File: src/rtl/multicycle_ctrl_if.sv
// Memory handshake bundle between the control FSM and the instruction/data ports.
interface multicycle_ctrl_if;
  logic imem_req;
  logic imem_ack;
  logic dmem_req;
  logic dmem_we;
  logic dmem_ack;

  // Controller side: issues requests, receives acks.
  modport master (
    output imem_req,
    output dmem_req,
    output dmem_we,
    input  imem_ack,
    input  dmem_ack
  );

  // Memory side: receives requests, returns acks.
  modport slave (
    input  imem_req,
    input  dmem_req,
    input  dmem_we,
    output imem_ack,
    output dmem_ack
  );
endinterface

File: src/rtl/multicycle_ctrl.sv
// Multi-cycle RV32I control FSM: FETCH -> DECODE -> EXEC -> [MEM] -> [WB],
// with sticky illegal-instruction and memory-timeout traps.
module multicycle_ctrl #(
  parameter int unsigned MEM_TIMEOUT = 255
) (
  input  logic                     clk,
  input  logic                     rst,
  multicycle_ctrl_if.master        mem,
  input  logic [6:0]               opcode,
  input  logic [2:0]               funct3,
  input  logic [6:0]               funct7,
  input  logic                     branch_taken,
  output logic                     ir_we,
  output logic                     pc_we,
  output logic [1:0]               pc_sel,
  output logic                     alu_a_sel,
  output logic                     alu_b_sel,
  output logic [3:0]               alu_ctrl,
  output logic [2:0]               imm_sel,
  output logic                     rf_we,
  output logic [1:0]               wb_sel,
  output logic                     retire,
  output logic                     illegal,
  output logic                     bus_err,
  output logic [2:0]               state_o
);

  localparam int unsigned CNT_W = (MEM_TIMEOUT < 2) ? 1 : $clog2(MEM_TIMEOUT + 1);
  localparam logic [CNT_W-1:0] CNT_LAST = CNT_W'(MEM_TIMEOUT - 1);
  localparam bit TIMEOUT_EN = (MEM_TIMEOUT != 0);

  localparam logic [6:0] OP_R      = 7'b0110011;
  localparam logic [6:0] OP_I      = 7'b0010011;
  localparam logic [6:0] OP_LOAD   = 7'b0000011;
  localparam logic [6:0] OP_STORE  = 7'b0100011;
  localparam logic [6:0] OP_BRANCH = 7'b1100011;
  localparam logic [6:0] OP_LUI    = 7'b0110111;
  localparam logic [6:0] OP_AUIPC  = 7'b0010111;
  localparam logic [6:0] OP_JAL    = 7'b1101111;
  localparam logic [6:0] OP_JALR   = 7'b1100111;

  localparam logic [3:0] ALU_ADD    = 4'd0;
  localparam logic [3:0] ALU_SUB    = 4'd1;
  localparam logic [3:0] ALU_PASS_B = 4'd10;

  typedef enum logic [2:0] {
    S_FETCH  = 3'd0,
    S_DECODE = 3'd1,
    S_EXEC   = 3'd2,
    S_MEM    = 3'd3,
    S_WB     = 3'd4,
    S_TRAP   = 3'd7
  } state_e;

  state_e           state_q, state_d;
  logic [CNT_W-1:0] cnt_q, cnt_d;
  logic             illegal_q, illegal_d;
  logic             bus_err_q, bus_err_d;

  // Instruction class from the decoder fields (stable for the whole instruction).
  logic is_r, is_i, is_ld, is_st, is_br, is_lui, is_auipc, is_jal, is_jalr;
  logic f7_ok, is_shift, illegal_instr;
  logic waiting, ack_c, timeout_hit;

  assign is_r     = (opcode == OP_R);
  assign is_i     = (opcode == OP_I);
  assign is_ld    = (opcode == OP_LOAD);
  assign is_st    = (opcode == OP_STORE);
  assign is_br    = (opcode == OP_BRANCH);
  assign is_lui   = (opcode == OP_LUI);
  assign is_auipc = (opcode == OP_AUIPC);
  assign is_jal   = (opcode == OP_JAL);
  assign is_jalr  = (opcode == OP_JALR);

  // funct7 must be all-zero, or the alternate encoding on ADD/SUB or SRL/SRA only.
  assign f7_ok    = (funct7 == 7'b0000000) ||
                    ((funct7 == 7'b0100000) && ((funct3 == 3'b000) || (funct3 == 3'b101)));
  assign is_shift = is_i && ((funct3 == 3'b001) || (funct3 == 3'b101));
  assign illegal_instr = !(is_r || is_i || is_ld || is_st || is_br ||
                           is_lui || is_auipc || is_jal || is_jalr) ||
                         (is_r && !f7_ok) || (is_shift && !f7_ok);

  // Memory wait bookkeeping shared by FETCH and MEM.
  assign waiting     = (state_q == S_FETCH) || (state_q == S_MEM);
  assign ack_c       = (state_q == S_FETCH) ? mem.imem_ack : mem.dmem_ack;
  assign timeout_hit = TIMEOUT_EN && waiting && !ack_c && (cnt_q == CNT_LAST);

  function automatic logic [3:0] alu_op(input logic [2:0] f3, input logic alt);
    logic [3:0] op;
    case (f3)
      3'b000:  op = alt ? ALU_SUB : ALU_ADD;
      3'b001:  op = 4'd2;
      3'b010:  op = 4'd3;
      3'b011:  op = 4'd4;
      3'b100:  op = 4'd5;
      3'b101:  op = alt ? 4'd7 : 4'd6;
      3'b110:  op = 4'd8;
      default: op = 4'd9;
    endcase
    return op;
  endfunction

  // State register, wait counter and sticky trap flags.
  always_ff @(posedge clk) begin
    if (rst) begin
      state_q   <= S_FETCH;
      cnt_q     <= '0;
      illegal_q <= 1'b0;
      bus_err_q <= 1'b0;
    end else begin
      state_q   <= state_d;
      cnt_q     <= cnt_d;
      illegal_q <= illegal_d;
      bus_err_q <= bus_err_d;
    end
  end

  // Next-state, counter and trap-flag logic.
  always_comb begin
    state_d   = state_q;
    illegal_d = illegal_q;
    bus_err_d = bus_err_q;
    case (state_q)
      S_FETCH: begin
        if (mem.imem_ack) begin
          state_d = S_DECODE;
        end else if (timeout_hit) begin
          state_d   = S_TRAP;
          bus_err_d = 1'b1;
        end
      end
      S_DECODE: begin
        if (illegal_instr) begin
          state_d   = S_TRAP;
          illegal_d = 1'b1;
        end else begin
          state_d = S_EXEC;
        end
      end
      S_EXEC: begin
        if (is_br)                state_d = S_FETCH;
        else if (is_ld || is_st)  state_d = S_MEM;
        else                      state_d = S_WB;
      end
      S_MEM: begin
        if (mem.dmem_ack) begin
          state_d = is_st ? S_FETCH : S_WB;
        end else if (timeout_hit) begin
          state_d   = S_TRAP;
          bus_err_d = 1'b1;
        end
      end
      S_WB:    state_d = S_FETCH;
      default: state_d = S_TRAP;
    endcase

    // Counter restarts on every state change, so it is zero on entering FETCH/MEM.
    cnt_d = cnt_q;
    if (state_d != state_q)                   cnt_d = '0;
    else if (TIMEOUT_EN && waiting && !ack_c) cnt_d = cnt_q + CNT_W'(1);
  end

  // Control outputs decoded from the current state; everything forced low during reset.
  always_comb begin
    mem.imem_req = 1'b0;
    mem.dmem_req = 1'b0;
    mem.dmem_we  = 1'b0;
    ir_we        = 1'b0;
    pc_we        = 1'b0;
    pc_sel       = 2'b00;
    alu_a_sel    = 1'b0;
    alu_b_sel    = 1'b0;
    alu_ctrl     = ALU_ADD;
    imm_sel      = 3'd0;
    rf_we        = 1'b0;
    wb_sel       = 2'b00;
    retire       = 1'b0;
    illegal      = 1'b0;
    bus_err      = 1'b0;
    state_o      = 3'd0;
    if (!rst) begin
      illegal = illegal_q;
      bus_err = bus_err_q;
      state_o = state_q;
      case (state_q)
        S_FETCH: begin
          mem.imem_req = 1'b1;
          ir_we        = mem.imem_ack;
        end
        S_EXEC: begin
          if (is_r)        alu_ctrl = alu_op(funct3, funct7[5]);
          else if (is_i)   alu_ctrl = alu_op(funct3, funct7[5] && (funct3 == 3'b101));
          else if (is_br)  alu_ctrl = ALU_SUB;
          else if (is_lui) alu_ctrl = ALU_PASS_B;
          else             alu_ctrl = ALU_ADD;
          alu_b_sel = !(is_r || is_br);
          alu_a_sel = is_auipc;
          if (is_st)                 imm_sel = 3'd1;
          else if (is_br)            imm_sel = 3'd2;
          else if (is_lui || is_auipc) imm_sel = 3'd3;
          else if (is_jal)           imm_sel = 3'd4;
          else                       imm_sel = 3'd0;
          if (is_br) begin
            pc_we  = 1'b1;
            pc_sel = branch_taken ? 2'b01 : 2'b00;
            retire = 1'b1;
          end
        end
        S_MEM: begin
          mem.dmem_req = 1'b1;
          mem.dmem_we  = is_st;
          if (mem.dmem_ack && is_st) begin
            pc_we  = 1'b1;
            retire = 1'b1;
          end
        end
        S_WB: begin
          rf_we  = 1'b1;
          pc_we  = 1'b1;
          retire = 1'b1;
          if (is_ld)                 wb_sel = 2'b01;
          else if (is_jal || is_jalr) wb_sel = 2'b10;
          if (is_jal)                pc_sel = 2'b01;
          else if (is_jalr)          pc_sel = 2'b10;
        end
        default: ;
      endcase
    end
  end

endmodule

File: src/flat_wrapper.sv
// flat-port wrapper written by rule: the top's interface ports become plain ports
module multicycle_ctrl_flat 
#(
  parameter int unsigned MEM_TIMEOUT = 255
)
  (clk, rst, opcode, funct3, funct7, branch_taken, ir_we, pc_we, pc_sel, alu_a_sel, alu_b_sel, alu_ctrl, imm_sel, rf_we, wb_sel, retire, illegal, bus_err, state_o, mem_imem_req, mem_dmem_req, mem_dmem_we, mem_imem_ack, mem_dmem_ack);
  multicycle_ctrl_if mem_i ();
  input  logic clk;
  input  logic rst;
  input  logic [6:0] opcode;
  input  logic [2:0] funct3;
  input  logic [6:0] funct7;
  input  logic branch_taken;
  output logic ir_we;
  output logic pc_we;
  output logic [1:0] pc_sel;
  output logic alu_a_sel;
  output logic alu_b_sel;
  output logic [3:0] alu_ctrl;
  output logic [2:0] imm_sel;
  output logic rf_we;
  output logic [1:0] wb_sel;
  output logic retire;
  output logic illegal;
  output logic bus_err;
  output logic [2:0] state_o;
  output wire logic [$bits(mem_i.imem_req)-1:0] mem_imem_req;
  output wire logic [$bits(mem_i.dmem_req)-1:0] mem_dmem_req;
  output wire logic [$bits(mem_i.dmem_we)-1:0] mem_dmem_we;
  input wire logic [$bits(mem_i.imem_ack)-1:0] mem_imem_ack;
  input wire logic [$bits(mem_i.dmem_ack)-1:0] mem_dmem_ack;
  assign mem_imem_req = mem_i.imem_req;
  assign mem_dmem_req = mem_i.dmem_req;
  assign mem_dmem_we = mem_i.dmem_we;
  assign mem_i.imem_ack = mem_imem_ack;
  assign mem_i.dmem_ack = mem_dmem_ack;
  multicycle_ctrl #(.MEM_TIMEOUT(MEM_TIMEOUT)) u_core (.clk(clk), .rst(rst), .mem(mem_i), .opcode(opcode), .funct3(funct3), .funct7(funct7), .branch_taken(branch_taken), .ir_we(ir_we), .pc_we(pc_we), .pc_sel(pc_sel), .alu_a_sel(alu_a_sel), .alu_b_sel(alu_b_sel), .alu_ctrl(alu_ctrl), .imm_sel(imm_sel), .rf_we(rf_we), .wb_sel(wb_sel), .retire(retire), .illegal(illegal), .bus_err(bus_err), .state_o(state_o));
endmodule
File: config.mk
export PLATFORM = sky130hd
export DESIGN_NAME = multicycle_ctrl_flat
export DESIGN_NICKNAME = d
export VERILOG_FILES = /design/src/rtl/multicycle_ctrl_if.sv /design/src/rtl/multicycle_ctrl.sv /design/src/flat_wrapper.sv
export SDC_FILE = /design/constraint.sdc
export NUM_CORES = 1
export LEC_CHECK = 0
export BUFFER_PORTS_ARGS = -buffer_cell sky130_fd_sc_hd__clkbuf_2
export CAP_MARGIN = 25
export CELL_PAD_IN_SITES_DETAIL_PLACEMENT = 1
export CELL_PAD_IN_SITES_GLOBAL_PLACEMENT = 2
export CORE_ASPECT_RATIO = 2
export CORE_MARGIN = 4
export CORE_UTILIZATION = 26
export CTS_BUF_LIST = sky130_fd_sc_hd__clkbuf_8
export CTS_CLUSTER_SIZE = 30
export DETAILED_ROUTE_END_ITERATION = 10
export GPL_ROUTABILITY_DRIVEN = 0
export MAX_ROUTING_LAYER = met4
export PLACE_DENSITY_LB_ADDON = 0.1
export SETUP_SLACK_MARGIN = 0.2
export SYNTH_ARGS = -nofsm -noshare
export SYNTH_HDL_FRONTEND = slang
export SYNTH_SLANG_ARGS = --single-unit
export TNS_END_PERCENT = 10
File: constraint.sdc
create_clock -name clk -period 1.95 [get_ports clk]
set_clock_uncertainty 0.2 [all_clocks]
set_input_delay 0.0975 -clock clk [delete_from_list [all_inputs] [get_ports clk]]
set_output_delay 0.0975 -clock clk [all_outputs]
set_load 0.1 [all_outputs]
==> impl_metrics.toml, run 1 <==
[outcome]
outcome = "complete, but fails checks"
violations_in_the_final_reports = "negative setup slack"

[clocking]
cts-htree-levels = 1
cts.sinks = 13
root_buffer = "clkbuf_8"
ctsLongestPathBuffers = 2
cts_tree = "yes"
clock_insertion_delay_worst_skew_ns = 0.24
numCtsBuffers = 3
clk_pin_slew_ns = 0.06

[worst_setup_path]
worst-path-max-fanout = 6
end_kind = "output pin"
reg2reg_slack_ns = 0.10
crit_start = "u_core.state_q[0]"
worst_ep_arrival_time_ns = 1.68
r2r-end = "u_core.state_q[2]"
criticalPathCategory = "reg2out"
critical_path.reg2reg.startpoint = "u_core.state_q[0]"
ff2ff_path_depth = 6
worst_ep_required_time_ns = 1.65
timing.critical_path.from_type = "register"

[sta]
timing.final.hold_violations = 0
maxSlewHeadroom_pct = 63.8
maximum_clock_frequency_ghz = 0.505
worst-slew-pin-transition_ns = 0.545
grt_setup_unrepaired = "yes"
post-route-min-period_ns = 1.98
finalWorstSetupSlack_ns = -0.0283
final_min_period_over_clock_period_pct = 101
final-setup-viol-count = 2
slew_viols_final = 0
hold_ws_ns = 0.0780
setup-tns-final_ns = -0.0562

[logic_synthesis]
syn-mean-instance-area_um2 = 7.18
synth_seq_cells = 13
mapped_nets = 187
ys.warnings.count = 0
synth-seq-area-share_pct = 22.2
synth_area_um2 = 1170
synth_cell_type_count = 44
syn-instance-count = 163

[drt]
drcViolationCount = 0
routedWlPerCell_um = 15.7
detail_route.first_pass.iterations = 4
antenna_left = 0
viasPerCell = 5.07
detailroute.via_count = 1445
totalWireLength_um = 4490
drt-initial-drc-count = 30

[layout]
num_antenna_cells = 0
area_taken_by_multi_input_logic_gates_um2 = 1060
area_growth_from_synthesis_to_layout_pct = 89.2
layout.filler_cells = 530
final_util_pct = 51.1
num-nets-final = 256
layout-drive-gt1-share_pct = 49.4
layout.area.seq_um2 = 269

[pwr]
power_density_nw_per_um2 = 518
cell_internal_pwr_w = 0.000661
power.switching_fraction_pct = 42.4
clock_power_share_pct = 21.2
vdd.ir_drop.worst_mv = 0.464
power.share.sequential_pct = 26.5
power.share.combinational_pct = 52.3
leakage_nw = 0.879
netSwitchingPower_w = 0.000487

[global_route]
largest_net_degree_at_the_start_of_global_routing = 13
grt_remaining_overflow = 0
antenna_violations_before_repair = 0
grt_pass1_vias = 1672
grtUsageTotal_pct = 17.5
grt_first_pass_wirelength_um = 7710

[floorplan]
floorplan.initialDensity_pct = 27.0
die-height_um = 103
floorplan.core_area_um2 = 4340
die_w_um = 55.5
num_io_pins = 47
die_area_um2 = 5710
placementRows = 34

[min_path]
worstHoldStart = "mem_dmem_ack"
hold_path_depth = 4
worstHoldPathType = "in2reg"
worstHoldEndpoint = "u_core.state_q[1]"

[placement]
numPortBuffers = 46
hpwlAfterDp_um = 3770
preCtsSetupSlack_ns = -0.0360

[flow_run]
cap_violations = 0
## power by group through the flow
stage	registers [W]	clock network [W]	logic, W
detailed placement	0.000307	0	0.000551
global route	0.000308	0.000264	0.000643
global placement	0.000306	0	0.000543
CTS	0.000303	0.000255	0.000598
floorplan	0.000298	0	0.000382
finish	0.000305	0.000243	0.000600
## registers in the layout, indices dropped and copies added (netlist names)
name	count
u_core.cnt_q	8
u_core.state_q	3
u_core.bus_err_q	1
u_core.illegal_q	1
## area by class of cell
class                           instances  share of cell area, %
Multi-Input combinational cell        137                   47.8
Timing Repair Buffer                   72                   34.0
Sequential cell                        13                   12.1
Tap cell                               54                   3.05
Clock buffer                            3                   1.86
Inverter                                5                  0.847
Clock inverter                          1                  0.226
## worst max-delay path by stage
stage	endpoint	slack [ns]	depth (start not counted)
after CTS	pc_we	-0.04	5
after floorplan	ir_we	-0.54	4
after global placement	alu_ctrl[0]	-0.008	6
final	pc_we	-0.03	5
after global routing	retire	-0.09	5
after detailed placement	alu_ctrl[0]	-0.04	6
## stage by stage
stage                     total power, W  std cells  instance area (µm²)
after floorplan                 0.000680        163                 1280
final                            0.00115        285                 2220
after CTS                        0.00116        284                 2190
after global routing             0.00121        285                 2220
after global placement          0.000849        278                 2000
after detailed placement        0.000858        278                 2000
## routing by layer
metal,GRT usage (%),wire length (µm),up-vias
li1,-,-,716
met3,1.38,112,6
met2,36.6,2860,26
met4,7.49,100,0
met5,-,0,-
met1,15.3,1410,697
## critical path, stage by stage, from the launching register on
cell,delay [ns]
dfxtp_4,0.38
nand2_2,0.05
mux2_2,0.25
or3_4,0.35
a21oi_4,0.21
buf_12,0.20
## kinds of logic (layout without fill, tap and decap cells)
kind of cell,Yosys count,count (layout),share of synthesized area (%)
buffers and inverters,13,81,6.62
AND/OR/NAND/NOR,92,92,45.1
AO/OA/AOI/OAI,35,35,17.6
XOR/XNOR,6,6,4.49
adder cells (fa/ha/maj),2,2,2.14
flip-flops,13,13,22.2
multiplexers,2,2,1.82
## cells in the final DEF (no fill, tap or decap), types with 3 or more instances in the layout
| master | n |
|---|---|
| nor2b_1 | 6 |
| a211oi_1 | 3 |
| inv_1 | 5 |
| clkbuf_2 | 22 |
| nand3_1 | 3 |
| dfxtp_1 | 10 |
| nand2_1 | 17 |
| nor4_4 | 3 |
| buf_4 | 28 |
| o21ai_0 | 8 |
| nor2_1 | 17 |
| a21oi_1 | 10 |
| buf_12 | 21 |
| clkbuf_8 | 4 |
| a21oi_4 | 4 |
| nor3_4 | 3 |
| nand2b_1 | 7 |
| xor2_1 | 5 |
| nand4_1 | 3 |
| nor2_4 | 3 |
## synth_stat cells
cell type	count	share of area (%)
nand2_1	21	6.7
nor2_1	20	6.4
a21oi_1	15	6.4
dfxtp_1	13	22
nor2b_1	9	4.8
o21ai_0	8	3.4
nand2b_1	7	3.7
nor3_1	6	2.6
inv_1	5	1.6
xor2_1	5	3.7
a211oi_1	4	2.6
buf_6	3	2.9
nand3_1	3	1.3
nand4_1	3	1.6
or3_1	3	1.6
a31oi_1	2	1.1
and2_1	2	1.1
and3b_1	2	1.5
buf_2	2	0.85
ha_1	2	2.1
nor4_1	2	1.1
o211ai_1	2	1.3
or2_1	2	1.1
or4_1	2	1.3
a2111oi_0	1	0.75
a21boi_0	1	0.64
a32oi_1	1	0.75
and2b_1	1	0.64
and3_1	1	0.53
and4_1	1	0.75
and4bb_1	1	1.1
and4bb_2	1	1.1
buf_1	1	0.32
buf_4	1	0.64
clkbuf_1	1	0.32
mux2_2	1	0.96
mux2i_1	1	0.85
nand2b_4	1	1.2
nand3_4	1	1.5
nand4bb_1	1	0.96
nor4_4	1	1.8
nor4bb_1	1	0.85
o311ai_0	1	0.75
xnor2_1	1	0.75
## what timing repair did
item	4_1_cts	5_1_grt
pin swaps	20	10
gates resized for setup	28	6
buffers inserted	2	1
endpoints found under the setup margin	28	30
hold buffers	0	0
No activity file was read; power rests on OpenSTA's default activity.
==> run 2: changes to the inputs <==
==> constraint.sdc (replaced) <==
create_clock -name clk -period 1.95 [get_ports clk]
set_clock_uncertainty 0.2 [all_clocks]
set_input_delay 0.195 -clock clk [delete_from_list [all_inputs] [get_ports clk]]
set_output_delay 0.195 -clock clk [all_outputs]
set_load 0.1 [all_outputs]
==> run 2 against run 1 <==
Net effect: the flow still finishes with violations (negative setup slack); global-route usage increased by 0.30 points; utilization increased by 0.72 points; sequential power fell by 2%.
==> impl_metrics.toml, run 2 (synthesized netlist as in run 1, its figures left out) <==
[layout]
layout.filler_cells = 543
final_util_pct = 51.8
top_register = "u_core.cnt_q"
reg_top3 = "u_core.cnt_q: 8 flops, u_core.state_q: 3 flops"
max_reg_flops = 8
num-nets-final = 257
layout.area.seq_um2 = 270
layout-drive-gt1-share_pct = 50.9
design_area_um2 = 2250
area_growth_from_synthesis_to_layout_pct = 91.9
area_taken_by_multi_input_logic_gates_um2 = 1050
commonest_non_fill_non_tap_cell_in_the_layout = "buf_4"
num_antenna_cells = 0
mostFrequentLayoutCells = "24 x buf_4, 23 x buf_12, 21 x clkbuf_2"

[placement]
numPortBuffers = 46
hpwlAfterDp_um = 3850
preCtsSetupSlack_ns = -0.179
place_area_um2 = 2040

[floorplan]
floorplan.core_area_um2 = 4340
num_io_pins = 47
die_w_um = 55.5
die-height_um = 103
floorplan.initialDensity_pct = 27.0
die_area_um2 = 5710
placementRows = 34

[drt]
routedWlPerCell_um = 16.4
detail_route.first_pass.iterations = 4
totalWireLength_um = 4700
detailroute.via_count = 1469
antenna_left = 0
drcViolationCount = 0
drt-initial-drc-count = 13
viasPerCell = 5.14

[min_path]
worstHoldStart = "rst"
worstHoldPathType = "in2reg"

[global_route]
grt_pass1_vias = 1697
antenna_violations_before_repair = 0
largest_net_degree_at_the_start_of_global_routing = 9
grtUsageTotal_pct = 17.8
grt_first_pass_wirelength_um = 7850
grt_remaining_overflow = 0

[outcome]
violations_in_the_final_reports = "negative setup slack"
outcome = "complete, but fails checks"

[pwr]
vdd.ir_drop.worst_mv = 0.304
power_density_nw_per_um2 = 514
leakage_nw = 0.907

[worst_setup_path]
critical_path.reg2reg.startpoint = "u_core.state_q[2]"
worst_ep_arrival_time_ns = 1.65
crit_start = "u_core.state_q[0]"
cp_slowest_cell = "dfxtp_4"
worst-path-max-fanout = 5
max_stage_delay_ns = 0.36
worst_ep_required_time_ns = 1.55
end_kind = "output pin"
worstPathCellList = "nand2_1 -> mux2_2 -> or3_4 -> a21oi_4 -> buf_12"
timing.critical_path.from_type = "register"
number_of_buffer_and_inverter_stages_on_the_critical_path = 1
path_delay_family = "simple AND/OR/NAND/NOR gates"
criticalPathCategory = "reg2out"

[sta]
hold_ws_ns = 0.0318
final_min_period_over_clock_period_pct = 105
grt_setup_unrepaired = "yes"
finalWorstSetupSlack_ns = -0.0977
maximum_clock_frequency_ghz = 0.488
timing.final.hold_violations = 0
slew_viols_final = 0
post-route-min-period_ns = 2.05
final-setup-viol-count = 6
setup-tns-final_ns = -0.257
worst-slew-pin-transition_ns = 0.524
maxSlewHeadroom_pct = 64.1

[clocking]
cts_tree = "yes"
ctsLongestPathBuffers = 2
root_buffer = "clkbuf_8"
ctsHoldBuffers = 0
clock_insertion_delay_worst_skew_ns = 0.24
clk_pin_slew_ns = 0.06
numCtsBuffers = 3
cts.sinks = 13
cts-htree-levels = 1

[flow_run]
cap_violations = 0
-- run 2: changes by cell type in the layout (fill, tap and decap cells not counted), sizes merged --
| cell | delta |
|---|---|
| inv | +1 |
| clkinv | -1 |
| buf | +1 |
| nand2 | +1 |
| clkbuf | -1 |
-- run 2: final timing paths --
| kind | slack [ns] | endpoint | cells past startpoint |
|---|---|---|---|
| max | -0.1 | pc_we | 5 |
| min | 0.03 | u_core.state_q[0] | 2 |
| max reg2reg | 0.12 | u_core.cnt_q[5] | 6 |
| min reg2reg | 0.26 | u_core.bus_err_q | 2 |
-- run 2: per-layer routing --
layer  track usage (%)  share of wire, %  up-vias
met5                 -                 0        -
met1              15.1                32      705
met2              36.1                62       36
li1                  -                 -      714
met4              9.93               3.8        0
met3              2.13               2.1       14
-- run 2: timing repair --
item	CTS	global route
pin swaps	24	10
resized for setup	29	7
buffers inserted	2	1
setup endpoints to repair	30	28
gates cloned	1	0
-- run 2: cell type report --
cell class | count | share of cell area (%)
inverter | 5 | 0.835
clock buffer | 3 | 1.84
sequential | 13 | 12.0
clock inverter | 1 | 0.167
tap | 54 | 3.01
timing repair buffer | 72 | 35.3
multi-input combinational | 138 | 46.8
-- run 2: metrics by stage --
step	std cells	total power, W
floorplan	163	0.000686
global placement	278	0.000856
detailed placement	278	0.000868
CTS	285	0.00115
global route	286	0.00123
finish	286	0.00116
-- run 2: power by group --
part | leakage [nW] | switching (W) | internal, W
sequential | 0.108 | 0.0000135 | 0.000286
clock | 0.0269 | 0.0000982 | 0.000139
combinational | 0.773 | 0.000382 | 0.000238
total | 0.907 | 0.000494 | 0.000663
==> run 3: changes to the inputs <==
clock period = 2.1 ns   (was 1.95 ns; I/O delays follow)
==> run 3 against run 2 <==
Net effect: the flow now finishes without violations; cell area decreased by 4.9%; count of clock-buffer cells in the layout unchanged; non-clock buffer count decreased by 5; utilization decreased by 2.5 points; combinational power decreased by 15%; flip-flop and latch count unchanged; first-iteration DRC count unchanged; worst hold slack improved by 0.14 ns; total power decreased by 11%; register-to-register slack improved by 0.09 ns; sequential power decreased by 5%.
==> impl_metrics.toml, run 3 (synthesized netlist as in run 1, its figures left out) <==
[sta]
final-setup-viol-count = 0
maxSlewHeadroom_pct = 61.9
timing.final.hold_violations = 0
slew_viols_final = 0
final_min_period_over_clock_period_pct = 99.0
maximum_clock_frequency_ghz = 0.481
finalWorstSetupSlack_ns = 0.0207
post-route-min-period_ns = 2.08
worst-slew-pin-transition_ns = 0.557
grt_setup_unrepaired = "yes"

[worst_setup_path]
reg2reg_slack_ns = 0.21
r2r-end = "u_core.state_q[2]"
worst_ep_arrival_time_ns = 1.67
criticalPathCategory = "reg2out"
critical_path_endpoint = "retire"
timing.critical_path.from_type = "register"
worst-path-max-fanout = 4
critical_path.reg2reg.startpoint = "u_core.cnt_q[1]"
end_kind = "output pin"
crit_start = "u_core.state_q[2]"
ff2ff_path_depth = 6
worst_ep_required_time_ns = 1.69

[layout]
reg_top3 = "u_core.cnt_q: 8 flops, u_core.state_q: 3 flops"
area_growth_from_synthesis_to_layout_pct = 82.5
commonest_non_fill_non_tap_cell_in_the_layout = "clkbuf_2"
top_register = "u_core.cnt_q"
mostFrequentLayoutCells = "23 x clkbuf_2, 20 x buf_12, 18 x nor2_1, 18 x buf_4, 17 x nand2_1"
num_antenna_cells = 0
layout.cells.non_filler = 280
max_reg_flops = 8
layout-drive-gt1-share_pct = 49.1
num-nets-final = 251

[drt]
routedWlPerCell_um = 15.7
drt-initial-drc-count = 13
antenna_left = 0
viasPerCell = 5.04
detail_route.first_pass.iterations = 4
detailroute.via_count = 1411
totalWireLength_um = 4400
drcViolationCount = 0

[global_route]
largest_net_degree_at_the_start_of_global_routing = 10
grt_pass1_vias = 1597
grtUsageTotal_pct = 16.5
grtUsageMet1_pct = 14.7
antenna_violations_before_repair = 0
global_route.usage.met3_pct = 0.752
global_route.peak_usage_layer = "met2"
grt_remaining_overflow = 0
globalRouteMet2Util_pct = 34.9
grt_first_pass_wirelength_um = 7340

[min_path]
hold_path_depth = 4
worstHoldPathType = "in2reg"

[pwr]
power_w = 0.00102
vdd.ir_drop.worst_mv = 0.245
power_density_nw_per_um2 = 479
leakage_nw = 0.855

[clocking]
root_buffer = "clkbuf_8"
clk_pin_slew_ns = 0.06
cts_tree = "yes"
numCtsBuffers = 3
ctsLongestPathBuffers = 2
clock_insertion_delay_worst_skew_ns = 0.24
cts-htree-levels = 1
cts.sinks = 13

[floorplan]
die_w_um = 55.5
die_area_um2 = 5710
placementRows = 34
die-height_um = 103
floorplan.core_area_um2 = 4340
num_io_pins = 47
floorplan.initialDensity_pct = 27.0

[outcome]
outcome = "completed"

[flow_run]
cap_violations = 0

[placement]
placedCellCount = 273
hpwlAfterDp_um = 3740
preCtsSetupSlack_ns = -0.0474
numPortBuffers = 46
## run 3: repair_timing
item	CTS	global route
setup endpoints to repair	19	24
pin swaps	6	15
hold buffers	0	0
buffers inserted	3	0
resized for setup	12	18
## run 3: worst max-delay path, stage by stage, from the launching register on
cell and delay, ns:
dfxtp_4 0.36, and2b_2 0.23, nand2_2 0.06, or3_4 0.38, a21oi_4 0.20, buf_12 0.20
## run 3: cell type report
class                      instances  area (µm²)
multi-input combinational        137        1010
sequential                        13         269
clock buffer                       3        41.3
timing repair buffer              67         722
inverter                           5        18.8
clock inverter                     1        3.75
fill                             531        2200
tap                               54        67.6
## run 3: report_power, final
| group | total [W] | internal (W) | switching (W) |
|---|---|---|---|
| Clock | 0.000214 | 0.000129 | 0.0000854 |
| Combinational | 0.000525 | 0.000198 | 0.000328 |
| Sequential | 0.000284 | 0.000266 | 0.0000180 |
| Total | 0.00102 | 0.000592 | 0.000431 |
## run 3: how the worst min path moves through the flow
stage / start / endpoint / slack [ns]
CTS: mem_dmem_ack / u_core.state_q[1] / 0.16
global placement: u_core.bus_err_q / u_core.bus_err_q / 0.25
finish: mem_dmem_ack / u_core.state_q[1] / 0.17
global route: mem_dmem_ack / u_core.state_q[1] / 0.19
detailed placement: u_core.bus_err_q / u_core.bus_err_q / 0.25
floorplan: u_core.bus_err_q / u_core.bus_err_q / 0.23
## run 3: metal layers
metal  wire length, µm  part of all wire (%)  vias up
li1                  -                     -      699
met1              1410                    32      681
met2              2830                    64       25
met3                63                   1.4        6
met4                91                   2.1        0
met5                 0                     0        -
## run 3: per-stage QoR
stage	cell area, µm²	hold WS, ns	TNS, ns	util (%)
after floorplan	1300	0.232	-4.23	-
after global placement	1950	0.246	-0.0360	45.0
after detailed placement	1950	0.247	-0.0474	45.0
after CTS	2060	0.164	-0.0534	47.6
after global routing	2140	0.186	-0.127	49.3
final	2140	0.171	0	49.3
